## src/rtl/vram_write_sched_m_pkg.sv

```systemverilog
// vram_write_sched_m_pkg
//   Shared definitions for the VRAM write scheduler: default widths and
//   depth, the scheduler state encoding, and the width of one queued
//   CPU write (address concatenated above data).
package vram_write_sched_m_pkg;

    localparam int VRAM_ADDR_WIDTH = 12;
    localparam int VRAM_DATA_WIDTH = 8;
    localparam int VRAM_FIFO_DEPTH = 8;

    typedef enum logic [1:0] {
        SCHED_IDLE  = 2'd0,
        SCHED_DRAIN = 2'd1,
        SCHED_FILL  = 2'd2
    } sched_state_t;

    // A queue entry is {addr, data}.
    function automatic int entry_width(input int addr_w, input int data_w);
        return addr_w + data_w;
    endfunction

endpackage

```

## src/rtl/vram_write_sched_m_fifo.sv

```systemverilog
// sync_fifo_m
//   Single-clock FIFO with a combinational head read.
//   Ports:
//     clk, rst        clock, synchronous active-high reset (empties queue)
//     push/push_data  write an entry; ignored while full
//     pop             remove the head entry; ignored while empty
//     head_data       current head entry (valid while !empty)
//     full, empty     status flags
//     level           entry count 0..DEPTH, one bit wider than the pointers
module sync_fifo_m #(
    parameter int WIDTH = 20,
    parameter int DEPTH = 8
) (
    input  logic                     clk,
    input  logic                     rst,
    input  logic                     push,
    input  logic [WIDTH-1:0]         push_data,
    input  logic                     pop,
    output logic [WIDTH-1:0]         head_data,
    output logic                     full,
    output logic                     empty,
    output logic [$clog2(DEPTH):0]   level
);

    localparam int AW = $clog2(DEPTH);
    localparam logic [AW-1:0] PTR_ONE  = 1;
    localparam logic [AW:0]   LVL_ONE  = 1;
    localparam logic [AW:0]   LVL_FULL = (AW + 1)'(DEPTH);

    logic [WIDTH-1:0] mem [DEPTH];
    logic [AW-1:0]    wr_ptr;
    logic [AW-1:0]    rd_ptr;
    logic             do_push;
    logic             do_pop;

    assign full      = (level == LVL_FULL);
    assign empty     = (level == '0);
    assign do_push   = push & ~full;
    assign do_pop    = pop & ~empty;
    assign head_data = mem[rd_ptr];

    // Pointers wrap naturally because DEPTH is a power of two; the level
    // counter carries the extra bit that tells full from empty.
    always_ff @(posedge clk) begin
        if (rst) begin
            wr_ptr <= '0;
            rd_ptr <= '0;
            level  <= '0;
        end else begin
            if (do_push) wr_ptr <= wr_ptr + PTR_ONE;
            if (do_pop)  rd_ptr <= rd_ptr + PTR_ONE;
            case ({do_push, do_pop})
                2'b10:   level <= level + LVL_ONE;
                2'b01:   level <= level - LVL_ONE;
                default: level <= level;
            endcase
        end
    end

    always_ff @(posedge clk) begin
        if (!rst && do_push) mem[wr_ptr] <= push_data;
    end

endmodule

```

## src/rtl/vram_write_sched_m.sv

```systemverilog
// vram_write_sched_m
//   Sole owner of the gpu_m VRAM write port. CPU writes are queued and
//   drained only during vblank; a fill/DMA engine can take the bus
//   exclusively, during which gpu_hold freezes scan-out.
//   Ports:
//     clk_12_5875, rst                 pixel clock, sync active-high reset
//     in_vblank                        VRAM may be written
//     cpu_wr_valid/ready/addr/data     CPU write handshake into the queue
//     fill_req/grant/we/addr/data      fill engine request and write port
//     vram_we/addr/data                registered write port to gpu_m
//     gpu_hold                         registered, high while filling
//     fifo_level                       queued entries 0..FIFO_DEPTH
//   Optional build macro VRAM_WRITE_SCHED_STATS_EN adds:
//     stat_stall   saturating count of stalled CPU write cycles
//     stat_writes  wrapping count of vram_we cycles
module vram_write_sched_m
    import vram_write_sched_m_pkg::*;
#(
    parameter int ADDR_W     = VRAM_ADDR_WIDTH,
    parameter int DATA_W     = VRAM_DATA_WIDTH,
    parameter int FIFO_DEPTH = VRAM_FIFO_DEPTH
) (
    input  logic                          clk_12_5875,
    input  logic                          rst,
    input  logic                          in_vblank,
    input  logic                          cpu_wr_valid,
    output logic                          cpu_wr_ready,
    input  logic [ADDR_W-1:0]             cpu_wr_addr,
    input  logic [DATA_W-1:0]             cpu_wr_data,
    input  logic                          fill_req,
    output logic                          fill_grant,
    input  logic                          fill_we,
    input  logic [ADDR_W-1:0]             fill_addr,
    input  logic [DATA_W-1:0]             fill_data,
    output logic                          vram_we,
    output logic [ADDR_W-1:0]             vram_addr,
    output logic [DATA_W-1:0]             vram_data,
    output logic                          gpu_hold,
    output logic [$clog2(FIFO_DEPTH):0]   fifo_level
`ifdef VRAM_WRITE_SCHED_STATS_EN
    ,
    output logic [15:0]                   stat_stall,
    output logic [15:0]                   stat_writes
`endif
);

    localparam int ENTRY_W = entry_width(ADDR_W, DATA_W);

    sched_state_t     state;
    logic [ENTRY_W-1:0] head_entry;
    logic             fifo_full;
    logic             fifo_empty;
    logic             push;
    logic             pop;

    // Ready is forced low while reset is asserted so nothing is taken
    // into a queue that is being discarded.
    assign cpu_wr_ready = ~rst & ~fifo_full;
    assign push         = cpu_wr_valid & cpu_wr_ready;

    // A pending fill request blocks popping immediately so the write
    // already in flight is the last one before the bus is handed over.
    assign pop = (state != SCHED_FILL) & in_vblank & ~fifo_empty & ~fill_req;

    sync_fifo_m #(
        .WIDTH (ENTRY_W),
        .DEPTH (FIFO_DEPTH)
    ) u_fifo (
        .clk       (clk_12_5875),
        .rst       (rst),
        .push      (push),
        .push_data ({cpu_wr_addr, cpu_wr_data}),
        .pop       (pop),
        .head_data (head_entry),
        .full      (fifo_full),
        .empty     (fifo_empty),
        .level     (fifo_level)
    );

    // Scheduler state and every bus-facing output are registered together.
    // While in FILL the fill engine's port is forwarded one cycle late; a
    // pop forwards the queue head; otherwise the strobe drops and the
    // address/data lines keep their last value.
    always_ff @(posedge clk_12_5875) begin
        if (rst) begin
            state      <= SCHED_IDLE;
            fill_grant <= 1'b0;
            gpu_hold   <= 1'b0;
            vram_we    <= 1'b0;
            vram_addr  <= '0;
            vram_data  <= '0;
        end else begin
            if (fill_req) begin
                state      <= SCHED_FILL;
                fill_grant <= 1'b1;
                gpu_hold   <= 1'b1;
            end else if (pop) begin
                state      <= SCHED_DRAIN;
                fill_grant <= 1'b0;
                gpu_hold   <= 1'b0;
            end else begin
                state      <= SCHED_IDLE;
                fill_grant <= 1'b0;
                gpu_hold   <= 1'b0;
            end

            if (state == SCHED_FILL) begin
                vram_we   <= fill_we;
                vram_addr <= fill_addr;
                vram_data <= fill_data;
            end else if (pop) begin
                vram_we   <= 1'b1;
                vram_addr <= head_entry[ENTRY_W-1:DATA_W];
                vram_data <= head_entry[DATA_W-1:0];
            end else begin
                vram_we   <= 1'b0;
            end
        end
    end

`ifdef VRAM_WRITE_SCHED_STATS_EN
    // Stall counter saturates so a long stall never wraps to look healthy;
    // the write counter simply wraps.
    always_ff @(posedge clk_12_5875) begin
        if (rst) begin
            stat_stall  <= '0;
            stat_writes <= '0;
        end else begin
            if (cpu_wr_valid && !cpu_wr_ready && stat_stall != 16'hFFFF)
                stat_stall <= stat_stall + 16'd1;
            if (vram_we)
                stat_writes <= stat_writes + 16'd1;
        end
    end
`endif

endmodule

```

## config.mk

```make
export PLATFORM = sky130hd
export DESIGN_NAME = vram_write_sched_m
export DESIGN_NICKNAME = d
export VERILOG_FILES = /design/src/rtl/vram_write_sched_m_pkg.sv /design/src/rtl/vram_write_sched_m_fifo.sv /design/src/rtl/vram_write_sched_m.sv
export SDC_FILE = /design/constraint.sdc
export NUM_CORES = 1
export LEC_CHECK = 0
export ABC_CLOCK_PERIOD_IN_PS = 8000
export CAP_MARGIN = 20
export CORE_MARGIN = 2
export CORE_UTILIZATION = 45
export DETAILED_ROUTE_END_ITERATION = 8
export PLACE_DENSITY = 0.65
export SYNTH_ARGS = -nofsm -noshare
export SYNTH_HDL_FRONTEND = slang
export SYNTH_HIERARCHICAL = 1
export SYNTH_SLANG_ARGS = --single-unit
```

## constraint.sdc

```tcl
create_clock -name clk_12_5875 -period 8 [get_ports clk_12_5875]
set_input_delay 1.6 -clock clk_12_5875 [delete_from_list [all_inputs] [get_ports clk_12_5875]]
set_output_delay 1.6 -clock clk_12_5875 [all_outputs]
set_load 0.1 [all_outputs]
```

==> impl_metrics.toml <==
[status]
status = "finished, final reports clean"

[die]
io-pin-count = 74
die_w_microns = 137
initial_utilization = 0.460
dieArea_sq_um = 18700
die_y_microns = 137
coreArea_sq_um = 17200
rows = 48

[clock_tree]
cts_sinks = 196
cts_resized = 0
insertion_delay_ns = 0.43
clockBufferDepth = 2
cts-root-buf = "clkbuf_16"
post-cts-setup-buffers = 0
cts_buffers = 17
postCtsHoldBufs = 0
cts_tree = "done"
clkSlewWorstSetupHoldPaths_ns = 0.06
h-tree-depth = 4

[placement]
dp_hpwl_mm = 9.65
routabilityCongestion = 0.707
portBuffers = 73
dp_slack_ns = 2.86

[finish]
drive_gt1_frac = 0.176
diodes = 0
nets = 566
area_delta_synth_final_pct = 19.9
layout_common_cells = "160 x edfxtp_1, 72 x clkdlybuf4s50_1, 40 x mux4_1"
mostFrequentLayoutCell = "edfxtp_1"

[sta]
finalCritPeriodShare = 0.637
tightest_slew_ns = 1.06
setup_tns_ns = 0
clock.fmax_ghz = 0.196
final-setup-viol-count = 0
period_needed_ns = 5.09
rsz0062_at_grt = "no"
setup_slack_ns = 2.91
slew_violations = 0
finalHoldViolCount = 0
clock_skew_ns = 0.00814
relSlewSlack = 0.295

[logic_synthesis]
synth_cells = 433
synth_area_per_cell_sq_um = 18.3
synthAdderAreaFrac = 0.0104
seq_area_frac_synth = 0.697
netlist_area_sq_um = 7930
async_flop_share = 0
synth_top_cell_by_area = "edfxtp_1"
synth-simple-area-share = 0.0493
ys.flop_type = "edfxtp_1"
synth_top_area_frac = 0.606
ys_seq_elements = 196
synth_cell_types = 39
yosys_warnings = 6
synth_top_family_by_area = "multiplexers"
synth_edf_count = 160
synth_mux_area_frac = 0.164
synth_compound_area_frac = 0.0527
synth_xor_area_frac = 0.00442
synth.area.top_cells = "edfxtp_1 61%, mux4_1 13%, dfxtp_1 9.1%, a211oi_2 3.0%, mux2_2 2.8%"
syn-num-nets = 485

[setup_path]
worst-setup-path-type = "input pin to output pin"
r2r_cells = 12
required_ns = 6.40
reg2reg_slack_ns = 4.70
endpoint = "cpu_wr_ready"
worstSetupStartpoint = "rst"
crit_path_end_kind = "output pin"
worstPathArrival_ns = 3.49
reg2reg_from = "u_fifo/level[0]"
crit_fanout = 38
start_kind = "input pin"
regToRegEndpoint = "u_fifo/level[3]"

[grt]
track_usage = 0.187
grt_util_met3 = 0.0444
grt_use_met2 = 0.301
grt_pass1_vias = 4336
grt_max_degree = 41
antenna_found_initial = 0
met1_usage = 0.253
grt_pass1_wl_mm = 24.9
grt_remaining_overflow = 0
gr-max-usage-layer = "met2"

[routing]
drt-pass1-iter-count = 4
drt-total-wl_mm = 16.3
via_count = 4217
wl_per_cell_microns = 21.7
drt_first_iter_violations = 282
ant_nets = 0
viasPerCell = 5.61
drc_errors = 0

[flow_run]
maxCapViolCount = 0

[pwr]
leakagePower_nw = 3.11
power_switching_uw = 482
ir_worst_vdd_v = 0.000161
p_per_area_nw_per_um2 = 230
p_clk_frac = 0.400
switching_share = 0.221
p_comb_frac = 0.085
seqPwrFrac = 0.516
p_int_mw = 1.70

[min_path]
worstHoldPathType = "flip-flop to flip-flop"
## cells by family after synthesis
family	after synthesis
DFF	196
AOI/OAI and AO/OA	51
muxes	62
and+or+nand+nor	85
xor gates and xnor gates	4
adders and majority gates	6
buffers and inverters	29
## cells in the mapped netlist (2+ instances only)
master and instances:
inv_1 5, buf_4 3, mux2i_1 2, clkbuf_1 8, mux2_2 20, dfxtp_1 36
nand3_1 4, buf_1 2, nor2_1 35, xor2_1 3, nand2_1 27, buf_2 4
mux4_1 40, ha_1 5, nor3_1 5, a21oi_1 27, a211oi_2 19, edfxtp_1 160
buf_6 7, nand2b_1 2
## metrics by stage
stage	power (mW)	std cells	utilization	hold WS, ns	area, sq um
3_5_place_dp	1.33	719	0.516	0.460	8890
2_1_floorplan	1.27	433	-	0.462	7930
3_3_place_gp	1.33	719	0.516	0.450	8890
6_report	2.18	752	0.551	0.467	9500
5_1_grt	2.25	752	0.551	0.489	9500
4_1_cts	2.20	751	0.551	0.469	9490
## layer usage
layer | part of all wire | vias to the layer above | wire length [microns]
met5 | 0 | - | 0
met4 | 0.014 | 0 | 223
met3 | 0.048 | 20 | 783
met2 | 0.49 | 111 | 7940
met1 | 0.45 | 2192 | 7360
li1 | - | 1894 | -
## registers in the layout, summed over array words and instances, names as in the netlist, named ones only
register and count:
u_fifo/mem 160, vram_addr 12, vram_data 8, u_fifo/level 4, u_fifo/rd_ptr 3, u_fifo/wr_ptr 3, gpu_hold 1, state 1
vram_we 1
## power groups by stage
stage                     logic (mW)  registers [mW]  clock network, mW
after floorplan               0.0539            1.21                  0
after global placement         0.182            1.15                  0
after detailed placement       0.186            1.15                  0
after CTS                      0.186            1.13              0.891
after global routing           0.194            1.13              0.926
final                          0.185            1.13              0.873
## how the worst min path moves through the flow
stage               slack [ns]        startpoint  depth (start not counted)                to
finish                    0.47      vram_data[0]                          2      vram_data[0]
global route              0.49      vram_data[0]                          2      vram_data[0]
CTS                       0.47      vram_data[0]                          2      vram_data[0]
detailed placement        0.46      vram_data[0]                          2      vram_data[0]
global placement          0.45      vram_data[0]                          2      vram_data[0]
floorplan                 0.46  u_fifo/wr_ptr[0]                          2  u_fifo/wr_ptr[0]
## area by class of cell
type	count	area, sq um
multi-input combinational	208	2240
inverter	5	18.8
fill	1327	7730
timing repair buffer	86	827
tap	225	282
clock buffer	20	447
sequential	196	5530
clock inverter	12	160
## critical path, cell delays in order
cell	delay (ns)
buf_2	0.74
nor2_1	0.13
clkdlybuf4s50_1	1.02
Power figures use the tool's default switching activity.
